[src/rtl/video_pattern_gen_if.sv]
// Video timing/pattern bundle between a raster timing source and video_pattern_gen.
// master drives timing and pattern request; slave (the generator) returns pixels and delayed syncs.
interface video_pattern_gen_if #(
    parameter int COORDSPC = 16
) ();
    logic                       video_enable;
    logic                       hsync;
    logic                       vsync;
    logic                       frame_start;
    logic                       line_start;
    logic signed [COORDSPC-1:0] sx;
    logic signed [COORDSPC-1:0] sy;
    logic [1:0]                 pattern_sel;
    logic [23:0]                rgb_out;
    logic                       de_out;
    logic                       hsync_out;
    logic                       vsync_out;
    logic [1:0]                 pattern_cur;

    modport master (
        output video_enable, hsync, vsync, frame_start, line_start, sx, sy, pattern_sel,
        input  rgb_out, de_out, hsync_out, vsync_out, pattern_cur
    );

    modport slave (
        input  video_enable, hsync, vsync, frame_start, line_start, sx, sy, pattern_sel,
        output rgb_out, de_out, hsync_out, vsync_out, pattern_cur
    );
endinterface

[src/rtl/video_pattern_gen.sv]
// Two-stage test-pattern generator: colour bars, checkerboard, gradient, moving bar.
// Define VIDEO_PATTERN_AUTOCYCLE_EN to cycle patterns every AUTO_FRAMES frames instead of using pattern_sel.
module video_pattern_gen #(
    parameter int HRES        = 640,
    parameter int VRES        = 480,
    parameter int COORDSPC    = 16,
    parameter int CHK_LOG2    = 5,
    parameter int BAR_W       = 32,
    parameter int AUTO_FRAMES = 120,
    parameter int H_POL       = 0,
    parameter int V_POL       = 0
) (
    input  logic               video_clk_pix,
    input  logic               rst_pix,
    video_pattern_gen_if.slave vid
);
    localparam int   BAR_PIX = HRES / 8;
    localparam int   COLW    = (BAR_PIX > 2) ? $clog2(BAR_PIX) : 1;
    localparam int   CW      = (COORDSPC > 12) ? COORDSPC + 1 : 13;
    localparam logic HS_IDLE = (H_POL == 0) ? 1'b1 : 1'b0;
    localparam logic VS_IDLE = (V_POL == 0) ? 1'b1 : 1'b0;

    if ((HRES % 8) != 0 || VRES < 1 || AUTO_FRAMES < 1 || CHK_LOG2 >= COORDSPC) begin : g_bad_params
        $error("video_pattern_gen: invalid parameter set");
    end

    logic [COLW-1:0] col_q, col_d;
    logic [2:0]      bar_q, bar_d;
    logic [1:0]      pattern_q, pattern_d, pattern_eff;
    logic [10:0]     offset_q, offset_d, offset_eff;
    logic [23:0]     rgb1_q, rgb1_d, rgb2_q;
    logic            de1_q, de2_q, hs1_q, hs2_q, vs1_q, vs2_q;
    logic [CW-1:0]   sx_w, bar_lo, bar_hi;
    logic            bar_hit;

`ifdef VIDEO_PATTERN_AUTOCYCLE_EN
    localparam int FCW = (AUTO_FRAMES > 1) ? $clog2(AUTO_FRAMES) : 1;
    logic [FCW-1:0] fcnt_q, fcnt_d;

    always_ff @(posedge video_clk_pix) begin
        if (rst_pix) fcnt_q <= '0;
        else         fcnt_q <= fcnt_d;
    end
`endif

    always_comb begin
        pattern_d = pattern_q;
        offset_d  = offset_q;
`ifdef VIDEO_PATTERN_AUTOCYCLE_EN
        fcnt_d    = fcnt_q;
`endif
        if (vid.frame_start) begin
            offset_d = (offset_q == 11'(HRES - 1)) ? '0 : offset_q + 11'd1;
`ifdef VIDEO_PATTERN_AUTOCYCLE_EN
            if (fcnt_q == FCW'(AUTO_FRAMES - 1)) begin
                fcnt_d    = '0;
                pattern_d = pattern_q + 2'd1;
            end else begin
                fcnt_d    = fcnt_q + FCW'(1);
            end
`else
            pattern_d = vid.pattern_sel;
`endif
        end
    end

    // The frame_start pixel itself already uses the new pattern/offset, so no frame mixes two.
    assign pattern_eff = vid.frame_start ? pattern_d : pattern_q;
    assign offset_eff  = vid.frame_start ? offset_d  : offset_q;

    // Bar index tracks sx incrementally: col counts pixels within a bar, bar counts bars.
    always_comb begin
        if (vid.sx == '0) begin
            col_d = '0;
            bar_d = '0;
        end else if (col_q == COLW'(BAR_PIX - 1)) begin
            col_d = '0;
            bar_d = bar_q + 3'd1;
        end else begin
            col_d = col_q + COLW'(1);
            bar_d = bar_q;
        end
    end

    assign sx_w    = CW'($unsigned(vid.sx));
    assign bar_lo  = CW'(offset_eff);
    assign bar_hi  = bar_lo + CW'(BAR_W);
    assign bar_hit = !vid.sx[COORDSPC-1] && (sx_w >= bar_lo) && (sx_w < bar_hi);

    always_comb begin
        rgb1_d = '0;
        case (pattern_eff)
            // white, yellow, cyan, green, magenta, red, blue, black
            2'd0: rgb1_d = {{8{~bar_d[1]}}, {8{~bar_d[2]}}, {8{~bar_d[0]}}};
            2'd1: rgb1_d = (vid.sx[CHK_LOG2] ^ vid.sy[CHK_LOG2]) ? 24'hFFFFFF : 24'h000000;
            2'd2: rgb1_d = {3{vid.sx[7:0]}};
            default: rgb1_d = bar_hit ? 24'hFFFFFF : 24'h0000FF;
        endcase
    end

    always_ff @(posedge video_clk_pix) begin
        if (rst_pix) begin
            col_q     <= '0;
            bar_q     <= '0;
            pattern_q <= '0;
            offset_q  <= '0;
            rgb1_q    <= '0;
            rgb2_q    <= '0;
            de1_q     <= 1'b0;
            de2_q     <= 1'b0;
            hs1_q     <= HS_IDLE;
            hs2_q     <= HS_IDLE;
            vs1_q     <= VS_IDLE;
            vs2_q     <= VS_IDLE;
        end else begin
            col_q     <= col_d;
            bar_q     <= bar_d;
            pattern_q <= pattern_d;
            offset_q  <= offset_d;
            rgb1_q    <= rgb1_d;
            de1_q     <= vid.video_enable;
            hs1_q     <= vid.hsync;
            vs1_q     <= vid.vsync;
            rgb2_q    <= de1_q ? rgb1_q : '0;
            de2_q     <= de1_q;
            hs2_q     <= hs1_q;
            vs2_q     <= vs1_q;
        end
    end

    assign vid.rgb_out     = rgb2_q;
    assign vid.de_out      = de2_q;
    assign vid.hsync_out   = hs2_q;
    assign vid.vsync_out   = vs2_q;
    assign vid.pattern_cur = pattern_q;
endmodule

[src/flat_wrapper.sv]
// flat-port wrapper written by rule: the top's interface ports become plain ports
module video_pattern_gen_flat 
#(
    parameter int HRES        = 640,
    parameter int VRES        = 480,
    parameter int COORDSPC    = 16,
    parameter int CHK_LOG2    = 5,
    parameter int BAR_W       = 32,
    parameter int AUTO_FRAMES = 120,
    parameter int H_POL       = 0,
    parameter int V_POL       = 0
)
  (video_clk_pix, rst_pix, vid_video_enable, vid_hsync, vid_vsync, vid_frame_start, vid_line_start, vid_sx, vid_sy, vid_pattern_sel, vid_rgb_out, vid_de_out, vid_hsync_out, vid_vsync_out, vid_pattern_cur);
  video_pattern_gen_if #(.COORDSPC(COORDSPC)) vid_i ();
  input  logic video_clk_pix;
  input  logic rst_pix;
  input wire logic [$bits(vid_i.video_enable)-1:0] vid_video_enable;
  input wire logic [$bits(vid_i.hsync)-1:0] vid_hsync;
  input wire logic [$bits(vid_i.vsync)-1:0] vid_vsync;
  input wire logic [$bits(vid_i.frame_start)-1:0] vid_frame_start;
  input wire logic [$bits(vid_i.line_start)-1:0] vid_line_start;
  input wire logic [$bits(vid_i.sx)-1:0] vid_sx;
  input wire logic [$bits(vid_i.sy)-1:0] vid_sy;
  input wire logic [$bits(vid_i.pattern_sel)-1:0] vid_pattern_sel;
  output wire logic [$bits(vid_i.rgb_out)-1:0] vid_rgb_out;
  output wire logic [$bits(vid_i.de_out)-1:0] vid_de_out;
  output wire logic [$bits(vid_i.hsync_out)-1:0] vid_hsync_out;
  output wire logic [$bits(vid_i.vsync_out)-1:0] vid_vsync_out;
  output wire logic [$bits(vid_i.pattern_cur)-1:0] vid_pattern_cur;
  assign vid_i.video_enable = vid_video_enable;
  assign vid_i.hsync = vid_hsync;
  assign vid_i.vsync = vid_vsync;
  assign vid_i.frame_start = vid_frame_start;
  assign vid_i.line_start = vid_line_start;
  assign vid_i.sx = vid_sx;
  assign vid_i.sy = vid_sy;
  assign vid_i.pattern_sel = vid_pattern_sel;
  assign vid_rgb_out = vid_i.rgb_out;
  assign vid_de_out = vid_i.de_out;
  assign vid_hsync_out = vid_i.hsync_out;
  assign vid_vsync_out = vid_i.vsync_out;
  assign vid_pattern_cur = vid_i.pattern_cur;
  video_pattern_gen #(.HRES(HRES), .VRES(VRES), .COORDSPC(COORDSPC), .CHK_LOG2(CHK_LOG2), .BAR_W(BAR_W), .AUTO_FRAMES(AUTO_FRAMES), .H_POL(H_POL), .V_POL(V_POL)) u_core (.video_clk_pix(video_clk_pix), .rst_pix(rst_pix), .vid(vid_i));
endmodule
[config.mk]
export PLATFORM = sky130hd
export DESIGN_NAME = video_pattern_gen_flat
export DESIGN_NICKNAME = d
export VERILOG_FILES = /design/src/rtl/video_pattern_gen_if.sv /design/src/rtl/video_pattern_gen.sv /design/src/flat_wrapper.sv
export SDC_FILE = /design/constraint.sdc
export NUM_CORES = 1
export LEC_CHECK = 0
export ABC_AREA = 1
export CORE_MARGIN = 4
export CORE_UTILIZATION = 51
export CTS_CLUSTER_DIAMETER = 200
export CTS_CLUSTER_SIZE = 30
export DETAILED_ROUTE_END_ITERATION = 8
export GPL_ROUTABILITY_DRIVEN = 0
export PLACE_DENSITY = 0.81
export SLEW_MARGIN = 20
export SYNTH_ARGS = -nofsm -noshare
export SYNTH_HDL_FRONTEND = slang
export SYNTH_SLANG_ARGS = --single-unit
[constraint.sdc]
create_clock -name video_clk_pix -period 3.3 [get_ports video_clk_pix]
set_clock_uncertainty 0.2 [all_clocks]
set_input_delay 0.66 -clock video_clk_pix [delete_from_list [all_inputs] [get_ports video_clk_pix]]
set_output_delay 0.66 -clock video_clk_pix [all_outputs]
set_load 0.005 [all_outputs]
==> metrics.md, run 1 <==
| Metric | Value |
|---|---|
| Status | finished, final reports clean |
| Met3 usage | 0.0550 |
| Finished Layout Cells | 603 |
| EDFF count, synth | 0 |
| Fin crit share | 0.920 |
| Number of remaining DRC errors | 0 |
| Ant diodes | 0 |
| Logic pwr share | 0.114 |
| Share of the synthesized area in the top cell type | 0.442 |
| Fraction of the mapped netlist area in simple logic gates | 0.270 |
| Seq/Total Area, Yosys | 0.442 |
| RR Endpoint | u_core.rgb1_q[9]$_SDFF_PP0_ |
| Pre-antenna DRT Iters | 4 |
| CTS max path bufs | 2 |
| CP arrival | 3.11 ns |
| First-pass GRT wire length | 12.1 mm |
| M2 GR Usage | 0.311 |
| RSZ-0062 raised after global routing | no |
| Worst vdd ir | 255 uV |
| Count leader, synth | dfxtp_1 |
| Vias | 2960 |
| Share of layout cells above drive strength 1 | 0.120 |
| Slew Limit Fails | 0 |
| Largest family of logic cells by synthesized area | simple AND/OR/NAND/NOR gates |
| Ports | 70 |
| Hold path depth | 2 |
| Count of different cell masters after synthesis | 31 |
| Max Freq | 329 MHz |
| Gr usage total | 0.181 |
| Hold Crit Start | u_core.rgb1_q[16]$_SDFF_PP0_ |
| Synth area leader | dfxtp_1 |
| Synthesized net count | 514 |
| Post-DP Area | 4180 um^2 |
| Pre-CTS setup slack | -0.352 ns |
| Netlist Area Pre-Place | 3490 um^2 |
| Final worst slack | 0.265 ns |
| Clock H-tree levels | 3 |
| Net Sw Frac | 0.243 |
| Die footprint | 8220 um^2 |
| Antenna violations before repair | 0 |
| Ys flop type | dfxtp_1 |
| Critical Path RT | 3.37 ns |
| Total leakage power | 1.97 nW |
| Ys async rst share | 0 |
| Sequential share of power | 0.496 |
| Detail Placement HPWL | 5.54 mm |
| ANT nets after route | 0 |
| Dpl cells | 587 |
| Clk_lat worst skew | 0.35 ns |
| YS warnings | 0 |
| Relative slew slack | 0.507 |
| Post-synthesis mux area share | 0 |
| Vias in the first global route | 2801 |
| Yosys reg bits | 77 |
| Crit-path max FO | 16 |
| Final hold vios | 0 |
| Setup violators final | 0 |
| Worst R2R Setup Slack | 0.31 ns |
| Routing usage on met1 | 0.201 |
| Clock root buffer | clkbuf_8 |
| Port Buffers | 53 |
| Adder-cell share of the synthesized area | 0.0789 |
| Avg Inst Size Synth | 7.73 um^2 |
| Vias per std cell | 4.91 |
| DRT iter0 DRCs | 139 |
| Finished Cell Area | 4410 um^2 |
| Cell Int Power | 1.51 mW |
| CP cell instances | clkdlybuf4s15_1 > inv_4 > nor2_1 > nand2_1 > xor2_1 > buf_4 > nor2_2 > nand3_1 > nand2_1 > nand2_1 > ha_1 > a21oi_1 > o21bai_1 > nor3_4 > nand3_4 > a21oi_1 |
| CTS Hold Buffers Added | 0 |
| Crit path max-delay cell type | clkdlybuf4s15_1 |
| Total power | 2.00 mW |
| Initial core utilization | 0.537 |
| Area contributors post-synth | dfxtp_1, ha_1, nor2_1 |
| Die Y | 90.7 um |
| Synthesis-to-finish area growth | 26.3% |
| Top post-synthesis cells by count | dfxtp_1, nor2_1, nand2_1 |
| Grt peak-use layer | met2 |
| Clk sinks | 77 |
| Switching power | 0.486 mW |
| Synth Area in XOR/XNOR | 0.0298 |
| Post-CTS Repair Setup Buffers | 0 |
| Min Tclk post-route | 3.04 ns |
| FP Rows | 29 |
| Core area | 6490 um^2 |
| Final Net Count | 584 |
| Min-Delay Path Class | reg2reg |
| CP dominant cell by count | nand2_1 |
| Worst-case reg-to-reg path depth | 16 |
| Pwr Density | 453 nW/um^2 |
| Number of max-cap violations | 0 |
| Die width | 90.7 um |
| Crit path capture type | flip-flop |
| Syn Inst Count | 451 |
| Largest net degree at the start of global routing | 46 |
| Max stage delay on crit path | 0.33 ns |
| DR WL/cell | 12.2 um |
| Congestion Overflow GR | 0 |
| CTS tree | yes |
| Clock transition at the registers of the reported paths | 0.08 ns |
| CTS Buf Count | 9 |
| Drt total wl | 7.33 mm |
| Clock share of power | 0.391 |
| Crit path launch type | primary input |
| CP Class | in2reg |
| Compound-Gate Fraction of Synth Area | 0.0911 |
| Hold Path Sink | u_core.vid.rgb_out[16]$_SDFF_PP0_ |
| Worst slew pin tran | 0.737 ns |
## placed cells by master, fill, tap and decap left out, types with 2 or more instances in the layout
master            n
dfxtp_1          77
nor2_1           72
nand2_1          71
inv_1            64
clkdlybuf4s50_1  52
a21oi_1          47
ha_1             22
nand3_1          18
buf_4            16
o21ai_1           9
clkbuf_8          9
nand2_2           8
xor2_1            7
nor2_2            6
nand4_1           6
or2_2             5
nor3_1            4
xnor2_1           3
nand2_4           3
nor2_4            2
inv_2             2
nand3_4           2
nand3b_1          2
o21ai_0           2
nor3b_1           2
inv_6             2
bufinv_16         2
## critical path: cells and delay by family
family                   cells  cell delay, ns
AO/OA/AOI/OAI                3            0.45
XOR/XNOR                     1            0.17
adder cells (fa/ha/maj)      1            0.29
buffers and inverters        3            0.53
AND/OR/NAND/NOR              8            0.99
## worst max-delay path by stage
stage,from,to,cells after the start
6_report,vid_frame_start,u_core.rgb1_q[9]$_SDFF_PP0_,16
3_5_place_dp,vid_frame_start,u_core.rgb1_q[9]$_SDFF_PP0_,16
5_1_grt,flip-flop,u_core.rgb1_q[11]$_SDFF_PP0_,17
2_1_floorplan,vid_frame_start,u_core.rgb1_q[13]$_SDFF_PP0_,17
3_3_place_gp,vid_frame_start,u_core.rgb1_q[13]$_SDFF_PP0_,18
4_1_cts,vid_frame_start,u_core.rgb1_q[9]$_SDFF_PP0_,16
## registers in the layout, summed over array words and instances (netlist names), named ones only
signal	flops
u_core.vid.hsync_out	1
u_core.col_q	7
u_core.vid.vsync_out	1
u_core.hs1_q	1
u_core.rgb1_q	24
u_core.vid.rgb_out	24
u_core.vs1_q	1
u_core.vid.de_out	1
u_core.de1_q	1
u_core.offset_q	10
u_core.bar_q	3
u_core.vid.pattern_cur	2
## logic make-up (layout without fill, tap and decap cells)
kind of cell	count (synthesis)	count (layout)
flops	77	77
xor+xnor	11	11
buf+inv	77	152
fa+ha+maj	22	22
compound gates	62	62
simple gates	202	202
## metal layers
layer	up-vias	part of all wire
met2	99	0.49
met3	21	0.066
met5	-	0
met4	0	0.031
met1	1285	0.41
li1	1555	-
## cell type report
cell class	count	area, um^2
Fill cell	516	2090
Timing Repair Buffer	69	651
Tap cell	77	96.3
Inverter	67	254
Clock inverter	6	93.8
Multi-Input combinational cell	297	1640
Clock buffer	10	128
Sequential cell	77	1540
## through the flow
| stage | hold slack [ns] | setup TNS (ns) | utilization |
|---|---|---|---|
| finish | 0.203 | 0 | 0.678 |
| global route | 0.211 | 0 | 0.678 |
| CTS | 0.205 | 0 | 0.678 |
| detailed placement | 0.198 | -5.31 | 0.644 |
| global placement | 0.192 | -4.56 | 0.644 |
| floorplan | 0.189 | 0 | - |
## repair_timing
item                       4_1_cts  5_1_grt
pin swaps                        0        1
resized for setup                1        2
hold endpoints to repair         0        0
setup endpoints to repair       13       15
gates cloned                     0        0
## power groups by stage
stage	registers (mW)	clock network [mW]	logic (mW)
global route	0.994	0.830	0.256
detailed placement	1.01	0	0.223
global placement	1.01	0	0.217
floorplan	1.01	0	0.137
finish	0.989	0.779	0.227
CTS	0.989	0.789	0.225
No activity file was read; power rests on OpenSTA's default activity.
==> inputs of run 2 (changes only) <==
--- a/config.mk
+++ b/config.mk
@@ -13,7 +13,6 @@
 export DETAILED_ROUTE_END_ITERATION = 8
 export GPL_ROUTABILITY_DRIVEN = 0
 export PLACE_DENSITY = 0.81
-export SLEW_MARGIN = 20
 export SYNTH_ARGS = -nofsm -noshare
 export SYNTH_HDL_FRONTEND = slang
 export SYNTH_SLANG_ARGS = --single-unit
==> results of run 2 <==
The final DEF is identical to that of run 1; final timing and power are the same.
